[config.mk]
export PLATFORM = sky130hd
export DESIGN_NAME = systolic_skew_feeder
export DESIGN_NICKNAME = d
export VERILOG_FILES = /design/src/rtl/systolic_pkg.sv /design/src/rtl/systolic_skew_feeder_lane.sv /design/src/rtl/systolic_skew_feeder.sv
export SDC_FILE = /design/constraint.sdc
export NUM_CORES = 1
export LEC_CHECK = 0
export ABC_CLOCK_PERIOD_IN_PS = 7500
export CAP_MARGIN = 40
export CORE_AREA = 5 5 240 242
export CTS_CLUSTER_DIAMETER = 80
export DETAILED_ROUTE_END_ITERATION = 10
export DIE_AREA = 0 0 245 247
export PLACE_DENSITY = 0.65
export SKIP_CTS_REPAIR_TIMING = 1
export SYNTH_ARGS = -nofsm -noshare
export SYNTH_HDL_FRONTEND = slang
export SYNTH_SLANG_ARGS = --single-unit
[constraint.sdc]
create_clock -name clk -period 7.5 [get_ports clk]
set_input_delay 1.125 -clock clk [delete_from_list [all_inputs] [get_ports clk]]
set_output_delay 1.125 -clock clk [all_outputs]
set_load 0.01 [all_outputs]
[src/rtl/systolic_pkg.sv]
// Shared types and default sizes for the systolic feeder/controller pair.
// Optional build macro used by the feeder: SKEW_FEEDER_PERF_EN.
package systolic_pkg;

    localparam int SYS_ARRAY_SIZE = 16;
    localparam int SYS_DATA_WIDTH = 8;
    localparam int K_LEN_W        = 13;
    localparam int STEP_W         = 14;

    typedef enum logic [2:0] {
        IDLE   = 3'd0,
        CLEAR  = 3'd1,
        STREAM = 3'd2,
        DRAIN  = 3'd3,
        DONE   = 3'd4
    } feeder_state_t;

    // Lane `lane` is live for steps lane .. lane+k-1; one extra bit keeps the sum from wrapping.
    function automatic logic in_window(input logic [STEP_W-1:0]  step,
                                       input logic [K_LEN_W-1:0] k,
                                       input int                 lane);
        logic [STEP_W:0] lo;
        logic [STEP_W:0] hi;
        lo = (STEP_W+1)'(lane);
        hi = lo + (STEP_W+1)'(k);
        return ({1'b0, step} >= lo) && ({1'b0, step} < hi);
    endfunction

endpackage

[src/rtl/systolic_skew_feeder_lane.sv]
// One feeder lane: skew window test, pop strobe gating and the registered edge data/valid.
module feeder_lane
    import systolic_pkg::*;
#(
    parameter int LANE       = 0,
    parameter int DATA_WIDTH = SYS_DATA_WIDTH
) (
    input  logic                  clk,
    input  logic                  rst,
    input  logic                  streaming,
    input  logic                  fire,
    input  logic [STEP_W-1:0]     step,
    input  logic [K_LEN_W-1:0]    k_len,
    input  logic                  empty_w,
    input  logic                  empty_i,
    input  logic [DATA_WIDTH-1:0] q_w,
    input  logic [DATA_WIDTH-1:0] q_i,
    output logic                  ready,
    output logic                  rden_w,
    output logic                  rden_i,
    output logic [DATA_WIDTH-1:0] weight,
    output logic [DATA_WIDTH-1:0] inp,
    output logic                  valid
);

    logic                  active;
    logic                  pop;
    logic [DATA_WIDTH-1:0] w_p1;
    logic [DATA_WIDTH-1:0] i_p1;
    logic                  vld_p1;

    assign active = streaming && in_window(step, k_len, LANE);
    // An idle lane never holds back the global step.
    assign ready  = !active || (!empty_w && !empty_i);
    assign pop    = active && fire;
    assign rden_w = pop;
    assign rden_i = pop;

    // ---- stage p1: FIFO heads captured on pop, zeroed otherwise ----
    always_ff @(posedge clk) begin
        if (rst) begin
            vld_p1 <= 1'b0;
            w_p1   <= '0;
            i_p1   <= '0;
        end else begin
            vld_p1 <= pop;
            w_p1   <= pop ? q_w : '0;
            i_p1   <= pop ? q_i : '0;
        end
    end

    assign weight = w_p1;
    assign inp    = i_p1;
    assign valid  = vld_p1;

endmodule

[src/rtl/systolic_skew_feeder.sv]
// Skewed read side of the per-row weight/input FIFOs feeding the systolic array edges.
// Build option: define SKEW_FEEDER_PERF_EN to build the stall_cnt performance counter.
module systolic_skew_feeder
    import systolic_pkg::*;
#(
    parameter int ARRAY_SIZE   = SYS_ARRAY_SIZE,
    parameter int DATA_WIDTH   = SYS_DATA_WIDTH,
    parameter int DRAIN_CYCLES = 2 * ARRAY_SIZE
) (
    input  logic                                 clk,
    input  logic                                 rst,
    input  logic                                 start,
    input  logic [12:0]                          k_len,
    input  logic [ARRAY_SIZE-1:0]                empty_w,
    input  logic [ARRAY_SIZE-1:0]                empty_i,
    input  logic [ARRAY_SIZE-1:0][DATA_WIDTH-1:0] q_w,
    input  logic [ARRAY_SIZE-1:0][DATA_WIDTH-1:0] q_i,
    output logic [ARRAY_SIZE-1:0]                rden_w,
    output logic [ARRAY_SIZE-1:0]                rden_i,
    output logic [ARRAY_SIZE-1:0][DATA_WIDTH-1:0] weights,
    output logic [ARRAY_SIZE-1:0][DATA_WIDTH-1:0] inputs,
    output logic [ARRAY_SIZE-1:0]                valid,
    output logic                                 clr,
    output logic                                 busy,
    output logic                                 done,
    output logic [15:0]                          stall_cnt
);

    localparam int DRAIN_W = $clog2(DRAIN_CYCLES + 1) + 1;

    feeder_state_t          state;
    feeder_state_t          state_nx;
    logic [K_LEN_W-1:0]     k_reg;
    logic [STEP_W-1:0]      step;
    logic [DRAIN_W-1:0]     drain_cnt;
    logic [ARRAY_SIZE-1:0]  lane_ready;
    logic                   streaming;
    logic                   fire;
    logic                   last_step;
    logic                   drain_done;

    assign streaming  = (state == STREAM);
    // Stalls are global so every lane keeps its diagonal offset.
    assign fire       = streaming && (&lane_ready);
    assign last_step  = (step == STEP_W'(k_reg) + STEP_W'(ARRAY_SIZE - 2));
    // DRAIN's first cycle presents the final popped data; DRAIN_CYCLES more follow it.
    assign drain_done = (drain_cnt == DRAIN_W'(DRAIN_CYCLES));

    always_comb begin
        state_nx = state;
        unique case (state)
            IDLE:    if (start) state_nx = (k_len != '0) ? CLEAR : DONE;
            CLEAR:   state_nx = STREAM;
            STREAM:  if (fire && last_step) state_nx = DRAIN;
            DRAIN:   if (drain_done) state_nx = DONE;
            DONE:    state_nx = IDLE;
            default: state_nx = IDLE;
        endcase
    end

    always_ff @(posedge clk) begin
        if (rst) begin
            state     <= IDLE;
            k_reg     <= '0;
            step      <= '0;
            drain_cnt <= '0;
        end else begin
            state <= state_nx;
            unique case (state)
                IDLE:   if (start && (k_len != '0)) k_reg <= k_len;
                CLEAR: begin
                    step      <= '0;
                    drain_cnt <= '0;
                end
                STREAM: if (fire) step <= step + STEP_W'(1);
                DRAIN:  drain_cnt <= drain_cnt + DRAIN_W'(1);
                default: ;
            endcase
        end
    end

    assign clr  = (state == CLEAR);
    assign busy = (state == CLEAR) || (state == STREAM) || (state == DRAIN);
    assign done = (state == DONE);

    for (genvar g = 0; g < ARRAY_SIZE; g++) begin : g_lane
        feeder_lane #(
            .LANE       (g),
            .DATA_WIDTH (DATA_WIDTH)
        ) u_lane (
            .clk       (clk),
            .rst       (rst),
            .streaming (streaming),
            .fire      (fire),
            .step      (step),
            .k_len     (k_reg),
            .empty_w   (empty_w[g]),
            .empty_i   (empty_i[g]),
            .q_w       (q_w[g]),
            .q_i       (q_i[g]),
            .ready     (lane_ready[g]),
            .rden_w    (rden_w[g]),
            .rden_i    (rden_i[g]),
            .weight    (weights[g]),
            .inp       (inputs[g]),
            .valid     (valid[g])
        );
    end

`ifdef SKEW_FEEDER_PERF_EN
    logic        stall;
    logic [15:0] stall_q;

    assign stall = streaming && !fire;

    always_ff @(posedge clk) begin
        if (rst) begin
            stall_q <= '0;
        end else if ((state == IDLE) && start && (k_len != '0)) begin
            stall_q <= '0;
        end else if (stall && (stall_q != 16'hFFFF)) begin
            stall_q <= stall_q + 16'd1;
        end
    end

    assign stall_cnt = stall_q;
`else
    assign stall_cnt = '0;
`endif

endmodule

==> run metrics <==
syn avg cell area=9.24 um2; worst slack, placed=around 0.84 ns; GPL Wtd Cong=roughly 1.1; Hold Path Class=reg -> reg; outcome=complete, no violations; Initial Utilization=between 30% and 40%; critical path endpoint category=primary output; min cycle time layout=approximately 7.3 ns; clk_lat worst skew=0.55 ns; H-tree Lvls=2; Slew Limit Fails=0; FP Rows=86; Finish-stage setup viols=0; WL per Instance=28.9 um; layout cells sized above 1=7.76%; Root Buffer=clkbuf_16; crit path max fanout=15; startpoint type of the worst setup path=flip-flop; port bufs=610; Reg clk slew, reported paths=0.06 ns; first-pass GRT wire length=123 mm; Slew Limit Headroom=34.7%; largest net degree at the start of global routing=40; die area=60500 um2; Tightest Pin Transition=approximately 0.97 ns; leakage power=0.00994 uW; initial antenna violation count=44; worst vdd ir=0.000143 V; Area growth, synth to finish=49.0%; io pins=627; post-synth cell types=67; synth top area cells=dfxtp_1 37%, ha_1 16%, and2_1 9.8%, xnor2_1 7.4%, nor2_1 3.4%; Final Cycle Share=97.1%; setup_tns=0 ns; hpwl dp=74.7 mm; async set-reset flop share out of synthesis=0%; RSZ-0062 raised after global routing=no; crit path cell chain=ha_1, nand3_1, nor2_1, nand2_1, xnor2_1, ha_1, nand2_1, nor2_1, o2111ai_1, nand3_1, nor2_1, a211oi_1, o2111ai_4, buf_12, nor2_1, buf_4, clkdlybuf4s50_1; DR DRC count=0; vias in the first global route=16.0k; routed wire length=91.5 mm; Mapped Area=16700 um2; Worst EP arrival=a little over 6 ns; CTS tree=yes; most common cell after layout, fill and taps aside=clkdlybuf4s50_1; GRT Overall Usage=28.6%; Vias=16.3k; Final Cell Area=24800 um2; most frequent cells in the layout=609 x clkdlybuf4s50_1, 308 x dfxtp_1, 260 x and2_1; kind of critical path=reg -> out; drt first pass iters=6; Post-Syn Instances=1803; Synth Register Bits=between 300 and 400; most used cell, CP=nor2_1; clk buf depth=3; Post-synth EDFFs=0; Final WS setup=0.218 ns; Max Freq=~140 MHz; Horiz. Die Dim=around 250 um; NumNets Final=2925; Inserted Clock Buffers=36; CTS Sinks=309; FILL cells=5233; Synth warnings=0; PD cells=around 170 nW/um2; area occupied by multi-input gates=9600 um2; leading area contributor after synthesis=dfxtp_1; Layout Skew=0.0137 ns; Yosys top cell area share=a little under two fifths; die extent in y=247 um; routed vias/inst=5.16; DRT antenna net count=0; CP max-delay cell=a211oi_1; Worst EP required=6.38 ns; main flop type after synthesis=dfxtp_1; final global-route overflow total=0; placed cell area=23600 um2; Seq. cell area=6190 um2; Hold Slack=0.501 ns; Placeable Area=between 50000 and 60000 um2; Crit path largest cell delay=0.74 ns; post-synthesis sequential area ratio=between 30% and 40%; Hold Vio Cnt, Final=0; drt first-iter violations=1491; Max-cap violations=0
==> worst max-delay path: cells and delay by family (launching register included) <==
family / cells / cell delay [ns]
buffers and inverters: 3 / 0.99
xor gates and xnor gates: 1 / 0.16
adders and majority gates: 2 / 0.79
AOI/OAI and AO/OA: 3 / 1.24
DFF: 1 / 0.67
and+or+nand+nor: 8 / 1.74
==> kinds of logic after synthesis <==
group	after synthesis	synth area share (%)
and+or+nand+nor	721	24.1
DFF	309	37.2
AOI/OAI and AO/OA	221	8.70
adders and majority gates	210	15.8
buffers and inverters	180	5.71
xor gates and xnor gates	146	7.68
muxes	15	0.902
other	1	0.0225
==> path summary, 6_finish.rpt <==
check                           slack [ns]          from  depth (start not counted)                     endpoint
worst max register to register        1.24      k_reg[4]                         17  g_lane[10].u_lane.weight[1]
worst min register to register        0.50  drain_cnt[1]                          2                 drain_cnt[1]
worst min-delay path                  0.50  drain_cnt[1]                          2                 drain_cnt[1]
worst max-delay path                  0.22      k_reg[4]                         17                   rden_w[13]
==> cells in the mapped netlist (3+ instances only) <==
cell type and number:
a2111oi_0 6, a211o_1 6, a211oi_1 15, a21boi_0 3, a21o_1 15, a21oi_1 87
a31oi_1 4, a41oi_1 5, and2_1 260, and3_1 9, buf_1 6, buf_2 19
buf_4 65, clkbuf_1 45, dfxtp_1 309, ha_1 210, inv_1 38, inv_2 5
mux2i_1 15, nand2_1 103, nand2b_1 5, nand3_1 58, nand3b_1 3, nand4_1 26
nor2_1 153, nor2b_1 11, nor3_1 24, nor3_2 4, nor3_4 13, nor4_1 9
o2111ai_1 11, o211ai_1 13, o21a_1 5, o21ai_0 22, o22ai_1 7, o2bb2ai_1 3
o31ai_1 3, or2_2 9, or3_1 9, or3b_2 4, or4_1 10, xnor2_1 141
xor2_1 5
==> through the flow <==
step | power [uW] | utilization [%] | instances
after floorplan | 2150 | - | 1818
after global placement | 2500 | 42.8 | 3072
after CTS | 4270 | 45.1 | 3140
after global routing | 4410 | 45.2 | 3156
after detailed placement | 2520 | 43.0 | 3077
final | 4250 | 45.2 | 3165
==> area by class of cell <==
class | instances | share of cell area (%)
Clock buffer | 47 | 4.12
Clock inverter | 16 | 0.600
Inverter | 44 | 0.666
Timing Repair Buffer | 691 | 27.2
Tap cell | 704 | 3.55
Multi-Input combinational cell | 1329 | 38.7
Sequential cell | 309 | 24.9
Antenna cell | 25 | 0.252
==> metal layers <==
layer	track usage [%]	vias up	wire length (um)
met2	39.3	1037	36400
met5	2.45	-	153
li1	-	7322	-
met4	11.2	26	3590
met3	19.3	217	15200
met1	34.8	7732	36100
==> power breakdown <==
part | internal, uW | leakage (uW) | switching [uW]
Combinational | 378 | 0.00687 | 454
Clock | 1010 | 0.000573 | 726
Sequential | 1650 | 0.00249 | 30.0
Total | 3040 | 0.00994 | 1210
Note: power is estimated with default switching activity, not from simulation.
